===== src/rtl/sm_imem_loader.sv =====
// Byte-stream boot loader: receives a framed instruction image and writes it into the
// instruction memory, holding the CPU in reset while a frame is being loaded.
//
// state | meaning
// IDLE  | after reset, CPU runs preloaded image, waiting for magic
// LEN0  | expecting word count low byte
// LEN1  | expecting word count high byte
// DATA  | assembling 4-byte words and writing them
// CSUM  | expecting XOR checksum byte
// DONE  | frame loaded and verified, CPU released
// ERR   | frame aborted, CPU held in reset
module sm_imem_loader #(
  parameter int ADDR_W  = 6,
  parameter int TIMEOUT = 1000000
) (
  input  logic              clk,
  input  logic              rst_n,
  input  logic              rx_valid,
  input  logic [7:0]        rx_data,
  output logic              rx_ready,
  output logic              wr_en,
  output logic [ADDR_W-1:0] wr_addr,
  output logic [31:0]       wr_data,
  output logic              cpu_rst_n,
  output logic              busy,
  output logic              done,
  output logic              err
);

  localparam int          TW    = $clog2(TIMEOUT + 1);
  localparam logic [16:0] DEPTH = 17'(2 ** ADDR_W);

  typedef enum logic [2:0] {IDLE, LEN0, LEN1, DATA, CSUM, DONE, ERR} state_t;

  state_t            state, stateNext;
  logic              accept, isMagic, waitMagic, lastByte, lastWord, timedOut;
  logic [16:0]       lenFull;
  logic [7:0]        lenLo, csum;
  logic [1:0]        byteCnt;
  logic [23:0]       wordLo;
  logic [ADDR_W-1:0] wordIdx, lastIdx;
  logic [TW-1:0]     toCnt;

  assign accept    = rx_valid & rx_ready;
  assign isMagic   = (rx_data == 8'hA5);
  assign waitMagic = (state == IDLE) || (state == DONE) || (state == ERR);
  assign lenFull   = {1'b0, rx_data, lenLo};
  assign lastByte  = (byteCnt == 2'd3);
  assign lastWord  = (wordIdx == lastIdx);
  assign busy      = (state == LEN0) || (state == LEN1) || (state == DATA) || (state == CSUM);
  assign done      = (state == DONE);
  assign err       = (state == ERR);
  assign timedOut  = busy && !accept && (toCnt == TW'(1));

  always_ff @(posedge clk or negedge rst_n) begin
    if (!rst_n) state <= IDLE;
    else        state <= stateNext;
  end

  always_comb begin
    stateNext = state;
    if (timedOut) begin
      stateNext = ERR;
    end else if (accept) begin
      case (state)
        IDLE, DONE, ERR: if (isMagic) stateNext = LEN0;
        LEN0:            stateNext = LEN1;
        LEN1: begin
          if (lenFull == 17'd0)       stateNext = CSUM;
          else if (lenFull > DEPTH)   stateNext = ERR;
          else                        stateNext = DATA;
        end
        DATA:            if (lastByte && lastWord) stateNext = CSUM;
        CSUM:            stateNext = (rx_data == csum) ? DONE : ERR;
        default:         stateNext = IDLE;
      endcase
    end
  end

  always_ff @(posedge clk or negedge rst_n) begin
    if (!rst_n) begin
      rx_ready  <= 1'b0;
      wr_en     <= 1'b0;
      wr_addr   <= '0;
      wr_data   <= '0;
      cpu_rst_n <= 1'b0;
      lenLo     <= '0;
      lastIdx   <= '0;
      csum      <= '0;
      byteCnt   <= '0;
      wordLo    <= '0;
      wordIdx   <= '0;
      toCnt     <= '0;
    end else begin
      wr_en    <= 1'b0;
      // the write cycle is the only cycle the loader refuses bytes
      rx_ready <= !(accept && (state == DATA) && lastByte);

      if (accept && waitMagic && isMagic)        cpu_rst_n <= 1'b0;
      else if ((state == IDLE) || (state == DONE)) cpu_rst_n <= 1'b1;

      if (accept)    toCnt <= TW'(TIMEOUT);
      else if (busy) toCnt <= toCnt - TW'(1);

      if (accept) begin
        case (state)
          IDLE, DONE, ERR: begin
            if (isMagic) begin
              csum    <= '0;
              wordIdx <= '0;
              byteCnt <= '0;
            end
          end
          LEN0: lenLo   <= rx_data;
          LEN1: lastIdx <= ADDR_W'(lenFull - 17'd1);
          DATA: begin
            csum    <= csum ^ rx_data;
            byteCnt <= byteCnt + 2'd1;
            case (byteCnt)
              2'd0:    wordLo[7:0]   <= rx_data;
              2'd1:    wordLo[15:8]  <= rx_data;
              2'd2:    wordLo[23:16] <= rx_data;
              default: begin
                wr_en   <= 1'b1;
                wr_addr <= wordIdx;
                wr_data <= {rx_data, wordLo};
                if (!lastWord) wordIdx <= wordIdx + ADDR_W'(1);
              end
            endcase
          end
          default: ;
        endcase
      end
    end
  end

endmodule


===== config.mk =====
export PLATFORM = sky130hd
export DESIGN_NAME = sm_imem_loader
export DESIGN_NICKNAME = d
export VERILOG_FILES = /design/src/rtl/sm_imem_loader.sv
export SDC_FILE = /design/constraint.sdc
export NUM_CORES = 1
export LEC_CHECK = 0
export ABC_CLOCK_PERIOD_IN_PS = 3500
export BUFFER_PORTS_ARGS = -buffer_cell sky130_fd_sc_hd__buf_2
export CAP_MARGIN = 20
export CELL_PAD_IN_SITES_DETAIL_PLACEMENT = 1
export CELL_PAD_IN_SITES_GLOBAL_PLACEMENT = 1
export CORE_ASPECT_RATIO = 1.75
export CORE_MARGIN = 10
export CORE_UTILIZATION = 51
export DETAILED_ROUTE_END_ITERATION = 10
export PLACE_DENSITY = 0.95
export SLEW_MARGIN = 20
export SYNTH_ARGS = -nofsm -noshare
export SYNTH_HDL_FRONTEND = slang
export SYNTH_SLANG_ARGS = --single-unit
export TNS_END_PERCENT = 20

===== constraint.sdc =====
create_clock -name clk -period 3.5 [get_ports clk]
set_input_delay 0.35 -clock clk [delete_from_list [all_inputs] [get_ports clk]]
set_output_delay 0.35 -clock clk [all_outputs]
set_load 0.01 [all_outputs]

After elaboration in Yosys (flattened, before gate mapping)
Cells that the tools add are included.
- multiplexer cells: 23
- equal/unequal tests: 18
- add/subtract/negate cells: 4
- magnitude comparators: 1
- bitwise logic cells: 3
- reduce and logical (&&, ||, !) cells: 32
- operators with widths (operator ; count):
    $mux 20 ; 2
    $eq 20x1->1 const B ; 1
    $sub 20x1->20 const B ; 1
    $mux 3 ; 6
    $mux 6 ; 3
    $reduce_and 3->1 ; 6
    $logic_not 17->1 ; 1
    $gt 16x7->1 const B ; 1
    $pmux 8 s2 ; 1
    $pmux 3 s5 ; 1
    $pmux 6 s2 ; 1
    $eq 3x3->1 const B ; 3
    $eq 8x8->1 ; 1
    $eq 8x8->1 const B ; 1
    $mux 8 ; 1
    $reduce_bool 2->1 ; 4
    $xor 8x8->8 ; 1
    $logic_and 1x1->1 ; 7
    $add 6x1->6 const B ; 1
    $eq 3x2->1 const B ; 2
    $eq 6x6->1 ; 1
    $ne 2x2->1 const B ; 3
    $reduce_or 3->1 ; 2
    $sub 6x1->6 const B ; 1
    17 further kinds ; 29
- output and inout port bits: 44
- register bits: 118
- bits of input ports: 11
- logic and storage cells: 96

Depth between registers and ports, before layout
- depth after elaboration: 8
- mapped depth: 8

Worst setup path after synthesis
OpenSTA, ideal clock, no wires.
- kind: reg2reg
- start point: register toCnt[7]
- end point: register state[2]
- data arrival time: 2.141 ns
- clock period less this slack: 2.262 ns
- path buffers: 1
- slack: 1.238 ns
- cell stages (with the launch flop): 7
- setup time: 0.121 ns
- cell sequence: dfrtp_1 -> or4_1 -> or4_1 -> clkbuf_1 -> and4bb_2 -> o221ai_1 -> a22o_1
- longest elaborated chain between the ends: 4
- ends and longest elaborated chain (item ; RTL line ; RTL):
    start: declaration ; 42 ; logic [TW-1:0] toCnt;
    start signal: assignment ; 102 ; if (accept) toCnt <= TW'(TIMEOUT);
    start signal: assignment ; 103 ; else if (busy) toCnt <= toCnt - TW'(1);
    $eq 20x1->1 (*) ; 53 ; assign timedOut = busy && !accept && (toCnt == TW'(1));
    $logic_and 1x1->1 (*) ; 53 ;
    $ne 3x2->1 (no source line), or another cell as far along ; -- ;
    $reduce_and 3->1 (no source line) ; -- ;
    end signal: assignment ; 57 ; else state <= stateNext;
    end: declaration ; 35 ; state_t state, stateNext;
Every way passes the cells marked *; elsewhere a longest branch is shown, timed or not.
A chain may end at the register's enable or synchronous reset.

Final worst setup path
- start point: register state[1]
- end point: register wr_data[16]
- longest elaborated chain between the ends: 2
- ends and longest elaborated chain (item ; RTL line ; RTL):
    $eq 3x2->1 ; 106 ; case (state)
    $reduce_and 3->1 (no source line) ; -- ;
    end signal: assignment ; 126 ; wr_data <= {rx_data, wordLo};
    end: declaration ; 23 ; output logic [31:0] wr_data,
No other way between the ends.

==> metrics.csv <==
metric,value,unit
drc_errors,0,
p_leak,0.002971,µW
syn_to_final_growth,17.88,%
clk_latency,420,ps
finalCritPeriodShare,81.67,%
dp_slack,907.8,ps
track_usage,22.42,%
syn_nets,486,
n_antenna_cell,0,
post_cts_buffers,0,
synthArstFlopShare,100.0,%
outcome,"complete, no violations",
dieArea,15270,µm²
row_count,49,
hold_violations,0,
hold_path.class,input port to async pin,
synth_edf_count,0,
final_nets,538,
io_pins,55,
htree_levels,4,
power_frac_clock,30.6,%
die-height,156.2,µm
synth_cell_type_count,46,
rsz0062_at_grt,false,
post-synth-top-count-cell,dfrtp_1,
finalSetupTns,0,ps
internal_power,3715,µW
fin_worst_skew,10.77,ps
synth_top_area_share,54.65,%
period_needed,2858,ps
clock_path_buffers,2,
dp_hpwl,10.47,mm
peakVddDrop,0.5568,mV
gr-total-overflow,0,
nFillCells,1056,
hold_buffers,0,
max_slew_margin,35.04,%
die_w,97.81,µm
stdcell_area,6369,µm²
ys.flop_type,dfrtp_1,
cts_sinks,118,
ys_seq_area_share,54.65,%
fmax,0.3498,GHz
coreArea,10300,µm²
synth_area_per_cell,11.59,µm²
antenna_found_initial,0,
finalSetupViolCount,0,
syn_inst,466,
powerDensity,928.3,nW/µm²
via_per_inst,6.237,
routed.top_layer,met4,
grt_pass1_vias,4793,
firstDrtPassIters,4,
critPathMaxFanout,23,
synth-seq-cells,118,
cts_buffers,17,
grt_max_degree,66,
cts_resized,0,
synth_area_leader_cell,dfrtp_1,
wl_met1,6.034,mm
detail-route-antenna-nets,0,
wl_met2,9.221,mm
routed-wl-met3,750,µm
worst_setup_path_end_kind,flip-flop,
slew_viol_final,0,
port_buffers,54,
synth_common_cells,"dfrtp_1 (118), mux2_2 (70), nand2_1 (38)",
comb_power_share,30.2,%
start_kind,flip-flop,
root_buffer,clkbuf_16,
seq_power_share,39.2,%
tightest_slew,974.5,ps
cts_tree,yes,
path_class,flip-flop to flip-flop,
worstPathArrival,3160,ps
wl_per_cell,25.75,µm
vias,4104,
wl,16.95,mm
drive_above_1_share,31.83,%
cap_violations,0,
grt_pass1_wl,26.86,mm
place_area,5753,µm²
drtIter0Drc,207,
synthTopCellsByArea,"dfrtp_1 (55%), mux2_2 (15%), xor2_1 (2.9%), o21ai_0 (2.8%), xnor2_1 (2.8%)",
initial_utilization,52.45,%
swShare,37.17,%
synth_area,5403,µm²
yosys_warnings,0,
cp.required,3800,ps
setup_slack,641.6,ps
clkSlewWorstSetupHoldPaths,60,ps
r2r.worst_path.cells,6,
gp_congestion,0.8557,
switching_power,2197,µW
==> logic make-up after synthesis <==
kind of cell,count (synthesis),synth area share (%)
AOI/OAI and AO/OA,59,6.601
xor gates and xnor gates,35,5.674
adders and majority gates,9,2.084
buffers and inverters,35,2.895
DFF,118,54.65
muxes,70,14.59
and+or+nand+nor,140,13.50
==> placed cells by master (no fill, tap or decap), types with 3 or more instances in the layout <==
cell type   synthesis  routed
mux2_2             70      70
clkbuf_16           0      17
xor2_1             18      18
o21ai_0            30      30
a21oi_1             8       8
ha_1                9       9
clkinv_4            0       4
a211oi_1            3       3
nor3_1             10      10
or3_1               4       4
nor3b_1             3       3
buf_4               1       5
nand2_1            38      37
or4_1               7       7
nand3_1             7       7
nor4_1              8       8
nand4_1             5       5
o31ai_1             7       6
clkinvlp_4          0       4
dfrtp_1           118     118
or2_2               3       3
xnor2_1            17      17
nor2_1             37      37
bufinv_16           0       3
inv_1              10      10
buf_2               5      53
==> per-stage QoR <==
stage	std cells	hold slack (ps)	power, µW	util [%]
final	658	33.07	5912	61.83
after global routing	658	103.4	6169	61.83
after CTS	658	71.51	5911	61.75
after detailed placement	626	493.0	3956	55.86
after global placement	626	481.2	3747	55.86
after floorplan	466	54.41	3292	-
==> final timing paths <==
check                           start     endpoint  slack [ps]
hold reg to reg            wr_addr[2]   wr_addr[2]         500
max in group asynchronous       rst_n    wordLo[3]        2560
setup / recovery             state[1]  wr_data[16]         640
min in group clk           rx_data[0]      csum[0]         310
setup reg to reg             state[1]  wr_data[16]         640
hold / removal                  rst_n   wordLo[20]          30
==> power groups by stage <==
stage | logic (µW) | clock network [µW] | registers, µW
finish | 1790 | 1810 | 2320
global route | 1930 | 1880 | 2350
CTS | 1790 | 1820 | 2300
detailed placement | 1680 | 0 | 2280
global placement | 1540 | 0 | 2210
floorplan | 1110 | 0 | 2180
==> layer usage <==
layer  vias up  global-route usage, %
met4         0                  13.98
met1      2135                  21.86
li1       1739                      -
met2       161                  41.22
met3        69                  5.455
met5         -                      0
==> flip-flops by register name, summed over array words and instances, names as in the netlist <==
| name | cells |
|---|---|
| csum | 8 |
| wr_data | 32 |
| toCnt | 20 |
| lastIdx | 6 |
| rx_ready | 1 |
| wordLo | 24 |
| wr_en | 1 |
| lenLo | 8 |
| state | 3 |
| cpu_rst_n | 1 |
| byteCnt | 2 |
| wordIdx | 6 |
| wr_addr | 6 |
==> worst max-delay path: stages (launching register included) <==
cell and delay [ps]:
dfrtp_1 670, nand3b_1 500, nor2_1 270, buf_4 240, nand2_2 360, buf_4 370
mux2_2 310
==> layout make-up <==
| type | count | area (µm²) | area share (%) |
|---|---|---|---|
| Tap cell | 127 | 158.9 | 2.495 |
| Sequential cell | 118 | 2953 | 46.37 |
| Timing Repair Buffer | 58 | 302.8 | 4.754 |
| Multi-Input combinational cell | 313 | 2310 | 36.27 |
| Clock buffer | 18 | 429.2 | 6.739 |
| Clock inverter | 14 | 177.7 | 2.790 |
| Inverter | 10 | 37.54 | 0.5894 |
Power figures use the tool's default switching activity.
